===== src/rtl/axby_pkg.sv =====
// Shared types and widths for the A*X + B*Y shift-add datapath.
// Imported by the datapath and by anything that inspects its state.
package axby_pkg;

  localparam int DATA_W = 8;
  localparam int RES_W  = 16;
  localparam int CNT_W  = 3;

  typedef enum logic [1:0] {
    IDLE = 2'd0,
    MUL  = 2'd1,
    DONE = 2'd2
  } state_t;

endpackage


===== src/rtl/axby_datapath.sv =====
// Serial shift-add unit computing RES = A_COEF*X + B_COEF*Y.
// One operand bit pair per cycle, eight cycles per result.
module axby_datapath
  import axby_pkg::*;
#(
  parameter logic [6:0] A_COEF = 7'd3,
  parameter logic [6:0] B_COEF = 7'd5
) (
  input  logic              clk,
  input  logic              reset_n,
  input  logic [DATA_W-1:0] DIN,
  input  logic              PLx,
  input  logic              PLy,
  input  logic              START,
  input  logic              OEH,
  input  logic              OEL,
  output logic              SETRDYP,
  output logic [DATA_W-1:0] DOUT,
  output logic              BUSY
);

  state_t             state;
  logic [DATA_W-1:0]  x_q;
  logic [DATA_W-1:0]  y_q;
  logic [RES_W-1:0]   acc;
  logic [RES_W-1:0]   res;
  logic [CNT_W-1:0]   cnt;

  logic [RES_W-1:0]   a_term;
  logic [RES_W-1:0]   b_term;
  logic [RES_W-1:0]   acc_nxt;

  // Partial products for the current bit position, summed into ACC.
  always_comb begin
    a_term  = '0;
    b_term  = '0;
    if (x_q[cnt])
      a_term = {9'd0, A_COEF} << cnt;
    if (y_q[cnt])
      b_term = {9'd0, B_COEF} << cnt;
    acc_nxt = acc + a_term + b_term;
  end

  // Control FSM with operand, accumulator and result registers.
  always_ff @(posedge clk or negedge reset_n) begin
    if (!reset_n) begin
      state <= IDLE;
      x_q   <= '0;
      y_q   <= '0;
      acc   <= '0;
      res   <= '0;
      cnt   <= '0;
    end else begin
      unique case (state)
        IDLE: begin
          if (PLx)
            x_q <= DIN;
          if (PLy)
            y_q <= DIN;
          if (START) begin
            state <= MUL;
            acc   <= '0;
            cnt   <= '0;
          end
        end
        MUL: begin
          if (!START) begin
            state <= IDLE;
          end else begin
            acc <= acc_nxt;
            cnt <= cnt + 1'b1;
            if (cnt == {CNT_W{1'b1}}) begin
              res   <= acc_nxt;
              state <= DONE;
            end
          end
        end
        DONE: begin
          if (!START)
            state <= IDLE;
        end
        default: state <= IDLE;
      endcase
    end
  end

  // Status flags from registered state; result bytes muxed onto DOUT.
  always_comb begin
    SETRDYP = (state == DONE);
    BUSY    = (state == MUL);
    DOUT    = '0;
    if (OEH)
      DOUT = res[15:8];
    else if (OEL)
      DOUT = res[7:0];
  end

endmodule


===== config.mk =====
export PLATFORM = sky130hd
export DESIGN_NAME = axby_datapath
export DESIGN_NICKNAME = d
export VERILOG_FILES = /design/src/rtl/axby_pkg.sv /design/src/rtl/axby_datapath.sv
export SDC_FILE = /design/constraint.sdc
export NUM_CORES = 1
export LEC_CHECK = 0
export CAP_MARGIN = 20
export CELL_PAD_IN_SITES_DETAIL_PLACEMENT = 0
export CELL_PAD_IN_SITES_GLOBAL_PLACEMENT = 1
export CORE_MARGIN = 10
export CORE_UTILIZATION = 40
export CTS_CLUSTER_DIAMETER = 60
export DETAILED_ROUTE_END_ITERATION = 8
export PLACE_DENSITY_LB_ADDON = 0.1
export REMOVE_ABC_BUFFERS = 1
export SETUP_SLACK_MARGIN = 0.3
export SYNTH_ARGS = -nofsm -noshare
export SYNTH_HDL_FRONTEND = slang
export SYNTH_SLANG_ARGS = --single-unit
export TNS_END_PERCENT = 10

===== constraint.sdc =====
create_clock -name clk -period 4 [get_ports clk]
set_input_delay 0.8 -clock clk [delete_from_list [all_inputs] [get_ports clk]]
set_output_delay 0.8 -clock clk [all_outputs]
set_load 0.01 [all_outputs]

==> results by group, run 1 <==
Synth
  • Async SR Flop Fraction: 100.0%
  • Post-synth top area cell: dfrtp_1
  • Post-synth top flop: dfrtp_1
  • Area share of the largest cell type after synthesis: 38.67%
  • Sequential-to-total area share from yosys stat: 38.67%
  • Synth unique cells: 53
  • #FFs+latches synth: 53
  • Post-synth EDFFs: 0
  • Total number of yosys warnings: 0
  • Synth top area cells: dfrtp_1, nand2_1, fa_1
  • Synth Instances: 341
  • Syn Area/Cell: 10.06 um2
  • Area of the mapped netlist: 3430 um2

Clock tree
  • H-tree levels: 2
  • CTS tree: built
  • Num CTS Buffers: 5
  • Clock buffer depth: 2
  • Clk Latency, worst-skew pair: 310 ps
  • Resized cells post-CTS: 0
  • Clock sinks: 53
  • Clock root buffer: clkbuf_8
  • Clk pin slew, worst setup/hold paths: 100 ps
  • Setup Fix Bufs, Post-CTS: 0
  • CTS Hold Bufs: 0

Floorplanning
  • CORE AREA: 8299 um2
  • IO Pins: 25
  • Chip Width: 112.6 um
  • Die area: 12,680 um2
  • Num rows: 33
  • Initial core utilization: 41.32%
  • Die Ht: 112.6 um

Critical path
  • Crit end category: flip-flop
  • Setup Crit Path Kind: reg2reg
  • Max Fanout on Critical Path: 5
  • Largest delay contributor family on the critical path: adder cells
  • Worst EP required: 4170 ps
  • Critical path arrival: 3760 ps
  • Critical path's slowest cell: mux4_2
  • Crit path buffers/inverters: 0
  • Crit path cell chain: mux4_2, mux2i_1, nor2_1, and2_1, fa_1, fa_1, a21oi_4, nor3_4, o31ai_4, mux2i_1, o311ai_1
  • Crit path largest cell delay: 510 ps
  • Crit start category: flip-flop

Worst hold path
  • Worst min path class: in2async

Drt
  • DRT iter0 DRCs: 77
  • Routed wire length: 8007 um
  • First-pass DRT Iterations: 4
  • Via density: 5.475
  • Final ANT Viol Nets: 0
  • DRC: 0
  • DR WL/cell: 16.96 um
  • Vias: 2,584

GRT
  • Total grt overflow: 0
  • All-layer global routing usage: 12.94%
  • Initial antenna violation count: 0
  • First-pass GRT wire length: 13,650 um
  • Largest net degree at the start of global routing: 30
  • Vias in the first global route: 2,571

STA
  • Worst slew margin: 53.05%
  • Min cycle time layout: 3590 ps
  • Final hold violation count: 0
  • Maximum clock frequency: 278.6 MHz
  • Slew @ Worst Pin: 701.2 ps
  • RSZ-0062 raised after global routing: true
  • Fin crit share: 89.75%
  • Final setup TNS: 0 ps
  • Final Worst Setup Slack: 410.0 ps
  • Slew Limit Fails: 0
  • Final setup fails: 0
  • Clk_skew: 12.64 ps

Pwr
  • Maximum resistive drop on vdd: 0.2249 mV
  • Sw Ratio: 35.16%
  • Leak pwr: 1.751 nW
  • Psw: 0.0005272 W
  • Clock power share: 21.5%
  • Sequential Power Share: 45.2%
  • Internal Power: 0.0009724 W
  • Combinational Power Share: 33.3%
  • Pwr Density: 384.0 nW/um2

Outcome
  • Status: finished clean

Finish
  • Final #Nets: 407
  • N_diodes: 0
  • Share of layout cells above drive strength 1: 15.26%
  • Area growth syn-to-layout: 13.86%

Place
  • HPWL after DPL: 6361 um
  • Buffers on Ports: 24
  • RD Place Congestion: 0.8194
  • Worst slack, placed: 316.2 ps

Job
  • MaxCap Viol Count: 0
## power groups by stage
stage	Combinational, W	Sequential, W	Clock [W]
after detailed placement	0.000493	0.000688	0
after CTS	0.000493	0.000678	0.000335
final	0.000499	0.000677	0.000323
after floorplan	0.000336	0.000670	0
after global placement	0.000488	0.000687	0
after global routing	0.000562	0.000691	0.000354
## stage by stage
step / utilization (%) / hold slack [ps] / power [W] / cells / instance area [um2]
finish: 47.05 / 463.5 / 0.001500 / 472 / 3905
global route: 47.05 / 509.4 / 0.001607 / 472 / 3905
CTS: 46.84 / 492.3 / 0.001507 / 472 / 3887
detailed placement: 45.68 / 477.3 / 0.001181 / 464 / 3791
global placement: 45.68 / 466.8 / 0.001175 / 464 / 3791
floorplan: - / 446.6 / 0.001006 / 323 / 3334
## cell families after synthesis
family	synth area share, %
buffers and inverters	3.539
multiplexers	10.76
adder cells (fa/ha/maj)	11.67
AND/OR/NAND/NOR	18.02
XOR/XNOR	1.532
flip-flops	38.67
AO/OA/AOI/OAI	15.80
## synth_stat cells (all sizes together), types with 2 or more instances
master,count
o21a,4
a211oi,2
nand3,12
a211o,2
or3,2
o311ai,2
a22o,7
mux4,3
buf,10
nor3b,2
nor3,5
mux2,17
xnor2,2
clkbuf,8
o31ai,4
o211ai,2
o41ai,3
a31oi,3
nand2,60
a21oi,16
o21ai,21
inv,7
nor2,11
and3,6
xor2,4
fa,10
nand2b,3
ha,16
a21o,4
nand4,5
nor2b,8
and2,7
dfrtp,53
mux2i,11
## placed cells by master (no fill, tap or decap), types with 3 or more instances in the layout
cell type and instances:
a21o_1 3, a21oi_1 13, a22o_1 7, a31oi_1 3, and2_1 7, and3_1 5
buf_4 12, clkbuf_8 6, clkdlybuf4s50_1 23, dfrtp_1 52, fa_1 10, ha_1 16
inv_1 7, mux2_2 17, mux2i_1 11, mux4_2 3, nand2_1 60, nand2b_1 3
nand3_1 12, nand4_1 4, nor2_1 11, nor2b_1 8, nor3_1 4, o21a_1 4
o21ai_0 19, o31ai_1 3, xor2_1 4
## final cells by class
cell class                      count  area [um2]
Clock inverter                      2       13.76
Fill cell                         799        4394
Tap cell                          105       131.4
Inverter                            7       26.28
Sequential cell                    53        1328
Multi-Input combinational cell    263        1998
Clock buffer                        6       82.58
Timing Repair Buffer               36       325.3
## flip-flops by register name (all words and copies together), names as in the netlist
register / cells
acc: 16
y_q: 8
state: 2
cnt: 3
x_q: 8
res: 16
## worst paths after layout
path	start	endpoint	slack (ps)	cells past startpoint
worst max-delay path	cnt[1]	res[11]	410	11
worst min-delay path	reset_n	state[1]	460	1
worst max register to register	cnt[1]	res[11]	410	11
worst min register to register	res[8]	res[8]	490	2
max in group asynchronous	reset_n	res[12]	2720	2
min in group clk	res[8]	res[8]	490	2
## layer usage
layer / wire length [um] / track usage (%) / vias to the layer above / share of wire (%)
li1: - / - / 1275 / -
met1: 3969 / 17.89 / 1275 / 50
met2: 3746 / 20.74 / 30 / 47
met3: 249 / 2.503 / 4 / 3.1
met4: 41 / 2.030 / 0 / 0.51
met5: 0 / 0 / - / 0
Note: power is estimated with default switching activity, not from simulation.
==> run 2: changes to the inputs <==
--- a/config.mk
+++ b/config.mk
@@ -10,8 +10,10 @@
 export CELL_PAD_IN_SITES_GLOBAL_PLACEMENT = 1
 export CORE_MARGIN = 10
 export CORE_UTILIZATION = 40
+export CTS_BUF_LIST = sky130_fd_sc_hd__clkbuf_8
 export CTS_CLUSTER_DIAMETER = 60
 export DETAILED_ROUTE_END_ITERATION = 8
+export MAX_ROUTING_LAYER = met4
 export PLACE_DENSITY_LB_ADDON = 0.1
 export REMOVE_ABC_BUFFERS = 1
 export SETUP_SLACK_MARGIN = 0.3
==> results by group, run 2 (synthesis gave the netlist of run 1 again) <==
Outcome
  • Status: finished clean

STA
  • Final hold violation count: 0
  • Clk_skew: 12.42 ps
  • Maximum clock frequency: 279.2 MHz
  • Min cycle time layout: 3582 ps
  • Final hold slack: 459.4 ps
  • Worst slew margin: 52.26%
  • Slew @ Worst Pin: 713.0 ps
  • Final setup fails: 0
  • RSZ-0062 raised after global routing: true
  • Fin crit share: 89.54%
  • Final setup TNS: 0 ps
  • Slew Limit Fails: 0

Drt
  • DR WL/cell: 16.94 um
  • First-pass DRT Iterations: 4
  • DRC: 0
  • Vias: 2,570
  • DRT iter0 DRCs: 81
  • Routed wire length: 7997 um
  • Via density: 5.445
  • Final ANT Viol Nets: 0

Pwr
  • Maximum resistive drop on vdd: 0.2247 mV
  • Leak pwr: 1.751 nW
  • Pwr Density: 384.2 nW/um2

Clock tree
  • Num CTS Buffers: 5
  • Clock sinks: 53
  • Clk Latency, worst-skew pair: 310 ps
  • Clk pin slew, worst setup/hold paths: 100 ps
  • Clock buffer depth: 2
  • Clock root buffer: clkbuf_8
  • H-tree levels: 2
  • CTS tree: built

GRT
  • Total grt overflow: 0
  • First-pass GRT wire length: 13,670 um
  • Largest net degree at the start of global routing: 30
  • All-layer global routing usage: 13.32%
  • Vias in the first global route: 2,568
  • Initial antenna violation count: 0

Critical path
  • CP endpoint: res[11]
  • Reg2reg end: res[11]
  • Setup Crit Path Kind: reg2reg
  • Crit end category: flip-flop
  • Critical path startpoint: cnt[1]
  • Critical path arrival: 3760 ps
  • FF-to-FF path depth: 11
  • R2R Path Start: cnt[1]
  • R2r setup slk: 420 ps
  • Worst EP required: 4170 ps
  • Max Fanout on Critical Path: 5
  • Crit start category: flip-flop

Floorplanning
  • IO Pins: 25
  • Chip Width: 112.6 um
  • Die area: 12,680 um2
  • Die Ht: 112.6 um
  • Initial core utilization: 41.32%
  • CORE AREA: 8299 um2
  • Num rows: 33

Finish
  • Multi-input gate area: 1998 um2
  • Final Util: 47.05%
  • Commonest non-fill, non-tap cells in the layout: nand2_1, dfrtp_1, clkdlybuf4s50_1
  • Area growth syn-to-layout: 13.86%
  • Post-Layout Cell Count: 472
  • Biggest regs: acc x16, res x16
  • Final #Nets: 407
  • Share of layout cells above drive strength 1: 15.26%
  • Commonest non-fill, non-tap cell in the layout: nand2_1
  • Fillers: 799
  • N_diodes: 0
  • Register area: 1328 um2

Place
  • RD Place Congestion: 0.8316
  • Placed Cells: 464
  • HPWL after DPL: 6361 um
  • Buffers on Ports: 24

Worst hold path
  • Worst min path class: in2async

Job
  • MaxCap Viol Count: 0
[run 2: per-stage QoR]
stage               worst slack (ps)  instance area (um2)  total power [W]
global placement               381.3                 3791         0.001175
global route                   230.3                 3905         0.001607
finish                         418.3                 3905         0.001500
floorplan                      369.2                 3334         0.001006
detailed placement             316.2                 3791         0.001181
CTS                            306.6                 3887         0.001507
[run 2: how the worst min path moves through the flow]
stage | start | to | cells after the start
6_report | reset_n | state[1] | 1
5_1_grt | reset_n | state[1] | 1
4_1_cts | reset_n | state[1] | 1
3_5_place_dp | res[8] | res[8] | 2
3_3_place_gp | acc[0] | acc[0] | 2
2_1_floorplan | res[1] | res[1] | 2
[run 2: layout make-up]
type / count / area share, %
Clock inverter: 2 / 0.3525
Clock buffer: 6 / 2.115
Timing Repair Buffer: 36 / 8.331
Multi-Input combinational cell: 263 / 51.17
Sequential cell: 53 / 34.00
Inverter: 7 / 0.6729
Tap cell: 105 / 3.364
[run 2: layer usage]
layer | part of all wire, % | vias to the layer above | GRT usage [%]
met4 | 0.60 | 0 | 2.030
met2 | 46 | 26 | 20.74
met1 | 50 | 1259 | 17.95
met3 | 2.5 | 7 | 2.396
met5 | 0 | - | -
li1 | - | 1278 | -
[run 2: worst max-delay path: stages, from the launching register on]
cell	delay, ps
dfrtp_1	420
mux4_2	510
mux2i_1	210
nor2_1	80
and2_1	170
fa_1	510
fa_1	510
a21oi_4	250
nor3_4	90
o31ai_4	370
mux2i_1	230
o311ai_1	110
[run 2: power breakdown]
group	internal [W]	switching, W	total, W
registers	0.000604	0.0000736	0.000677
clock network	0.000141	0.000183	0.000323
logic	0.000228	0.000271	0.000499
total	0.000973	0.000528	0.00150
[run 2: repair_timing]
item | in CTS | in global routing
endpoints found under the setup margin | 0 | 17
resized for setup | 0 | 4
endpoints found under the hold margin | 0 | 0
hold buffers | 0 | 0
setup buffers | 0 | 0
==> run 3: changes to the inputs <==
--- a/config.mk
+++ b/config.mk
@@ -20,4 +20,4 @@
 export SYNTH_ARGS = -nofsm -noshare
 export SYNTH_HDL_FRONTEND = slang
 export SYNTH_SLANG_ARGS = --single-unit
-export TNS_END_PERCENT = 10
+export TNS_END_PERCENT = 20
==> results by group, run 3 (synthesis gave the netlist of run 1 again) <==
Finish
  • Area growth syn-to-layout: 14.52%
  • N_diodes: 0
  • Commonest non-fill, non-tap cells in the layout: nand2_1, dfrtp_1, clkdlybuf4s50_1
  • Multi-input gate area: 2006 um2
  • Cell area after layout: 3928 um2
  • Commonest non-fill, non-tap cell in the layout: nand2_1
  • Share of layout cells above drive strength 1: 16.26%
  • Final #Nets: 409
  • Register area: 1328 um2
  • Fillers: 801
  • Biggest regs: acc x16, res x16

Place
  • HPWL after DPL: 6361 um
  • Post-Place Cell Area: 3791 um2
  • RD Place Congestion: 0.8316
  • Buffers on Ports: 24

Clock tree
  • CTS Hold Bufs: 0
  • Clock buffer depth: 2
  • Num CTS Buffers: 5
  • CTS tree: built
  • H-tree levels: 2
  • Clock root buffer: clkbuf_8
  • Clk pin slew, worst setup/hold paths: 100 ps
  • Clock sinks: 53
  • Clk Latency, worst-skew pair: 300 ps

STA
  • Clk_skew: 9.436 ps
  • Worst slew margin: 52.36%
  • Fin crit share: 89.55%
  • Final hold violation count: 0
  • Slew @ Worst Pin: 711.5 ps
  • Final setup TNS: 0 ps
  • Slew Limit Fails: 0
  • Final setup fails: 0
  • Maximum clock frequency: 279.2 MHz
  • Min cycle time layout: 3582 ps
  • RSZ-0062 raised after global routing: true

Critical path
  • Crit end category: flip-flop
  • Critical path arrival: 3750 ps
  • Setup Crit Path Kind: reg2reg
  • Crit start category: flip-flop
  • Max Fanout on Critical Path: 5
  • Worst EP required: 4170 ps

GRT
  • All-layer global routing usage: 13.32%
  • Largest net degree at the start of global routing: 30
  • First-pass GRT wire length: 13,670 um
  • Vias in the first global route: 2,568
  • Initial antenna violation count: 0
  • Total grt overflow: 0

Drt
  • DRC: 0
  • DR WL/cell: 16.95 um
  • Routed wire length: 8033 um
  • Via density: 5.466
  • Met3 wire length: 217 um
  • DRT iter0 DRCs: 106
  • Met2 WL: 3801 um
  • Vias: 2,591
  • First-pass DRT Iterations: 4
  • DR top layer: met4
  • Final ANT Viol Nets: 0
  • M1 WL: 3978 um

Worst hold path
  • Worst min path class: in2async

Job
  • MaxCap Viol Count: 0

Pwr
  • Sw Ratio: 35.02%
  • Sequential Power Share: 45.0%
  • Internal Power: 0.0009776 W
  • Leak pwr: 1.762 nW
  • Clock power share: 21.2%
  • Combinational Power Share: 33.9%
  • Pwr Density: 383.1 nW/um2
  • Maximum resistive drop on vdd: 0.2244 mV
  • Psw: 0.0005268 W

Floorplanning
  • Chip Width: 112.6 um
  • Die area: 12,680 um2
  • IO Pins: 25
  • Initial core utilization: 41.32%
  • Num rows: 33
  • CORE AREA: 8299 um2
  • Die Ht: 112.6 um

Outcome
  • Status: finished clean
## run 3: changes by cell type in the layout (fill, tap and decap cells not counted)
| cell | delta |
|---|---|
| a21oi_2 | +1 |
| buf_4 | +2 |
| a21oi_1 | -1 |
| mux2i_1 | -1 |
| mux2i_2 | +1 |
## run 3: what timing repair did
action | 4_1_cts | 5_1_grt
gates resized for setup | 0 | 6
buffers inserted | 0 | 2
setup endpoints to repair | 0 | 17
## run 3: worst max-delay path, stage by stage (launching register included)
cell and delay [ps]:
dfrtp_1 420, mux4_2 510, mux2i_1 210, nor2_1 80, and2_1 170, fa_1 500, fa_1 510, a21oi_4 250
nor3_4 90, o31ai_4 380, mux2i_1 230, o311ai_1 110
## run 3: power by group through the flow
stage                     Sequential, W  Clock (W)  Combinational [W]
after floorplan                0.000670          0           0.000336
after global placement         0.000687          0           0.000488
after detailed placement       0.000688          0           0.000493
after CTS                      0.000678   0.000335           0.000493
after global routing           0.000690   0.000354           0.000574
final                          0.000677   0.000318           0.000510
## run 3: final timing paths
path | from | end | slack (ps) | depth (start not counted)
max in group asynchronous | reset_n | res[12] | 2720 | 2
min reg2reg | res[8] | res[8] | 490 | 2
min in group clk | res[8] | res[8] | 490 | 2
max reg2reg | cnt[1] | res[11] | 420 | 11
max | cnt[1] | res[11] | 420 | 11
min | reset_n | state[1] | 470 | 1
## run 3: cell type report
type	instances	area share, %
timing repair buffer	38	8.665
clock buffer	6	2.103
inverter	7	0.6690
sequential	53	33.80
tap	105	3.345
clock inverter	2	0.3504
multi-input combinational	263	51.07
## run 3: routing by layer
layer | track usage (%) | vias to the layer above
met4 | 2.030 | 0
li1 | - | 1281
met2 | 20.74 | 33
met1 | 17.95 | 1275
met3 | 2.396 | 2
met5 | - | -
## run 3: metrics by stage
step	hold slack, ps	utilization [%]	instances	power, W	worst slack [ps]
after floorplan	446.6	-	323	0.001006	369.2
after global placement	466.8	45.68	464	0.001175	381.3
after detailed placement	477.3	45.68	464	0.001181	316.2
after CTS	492.3	46.84	472	0.001507	306.6
after global routing	509.4	47.32	474	0.001619	230.3
final	469.1	47.32	474	0.001504	417.8
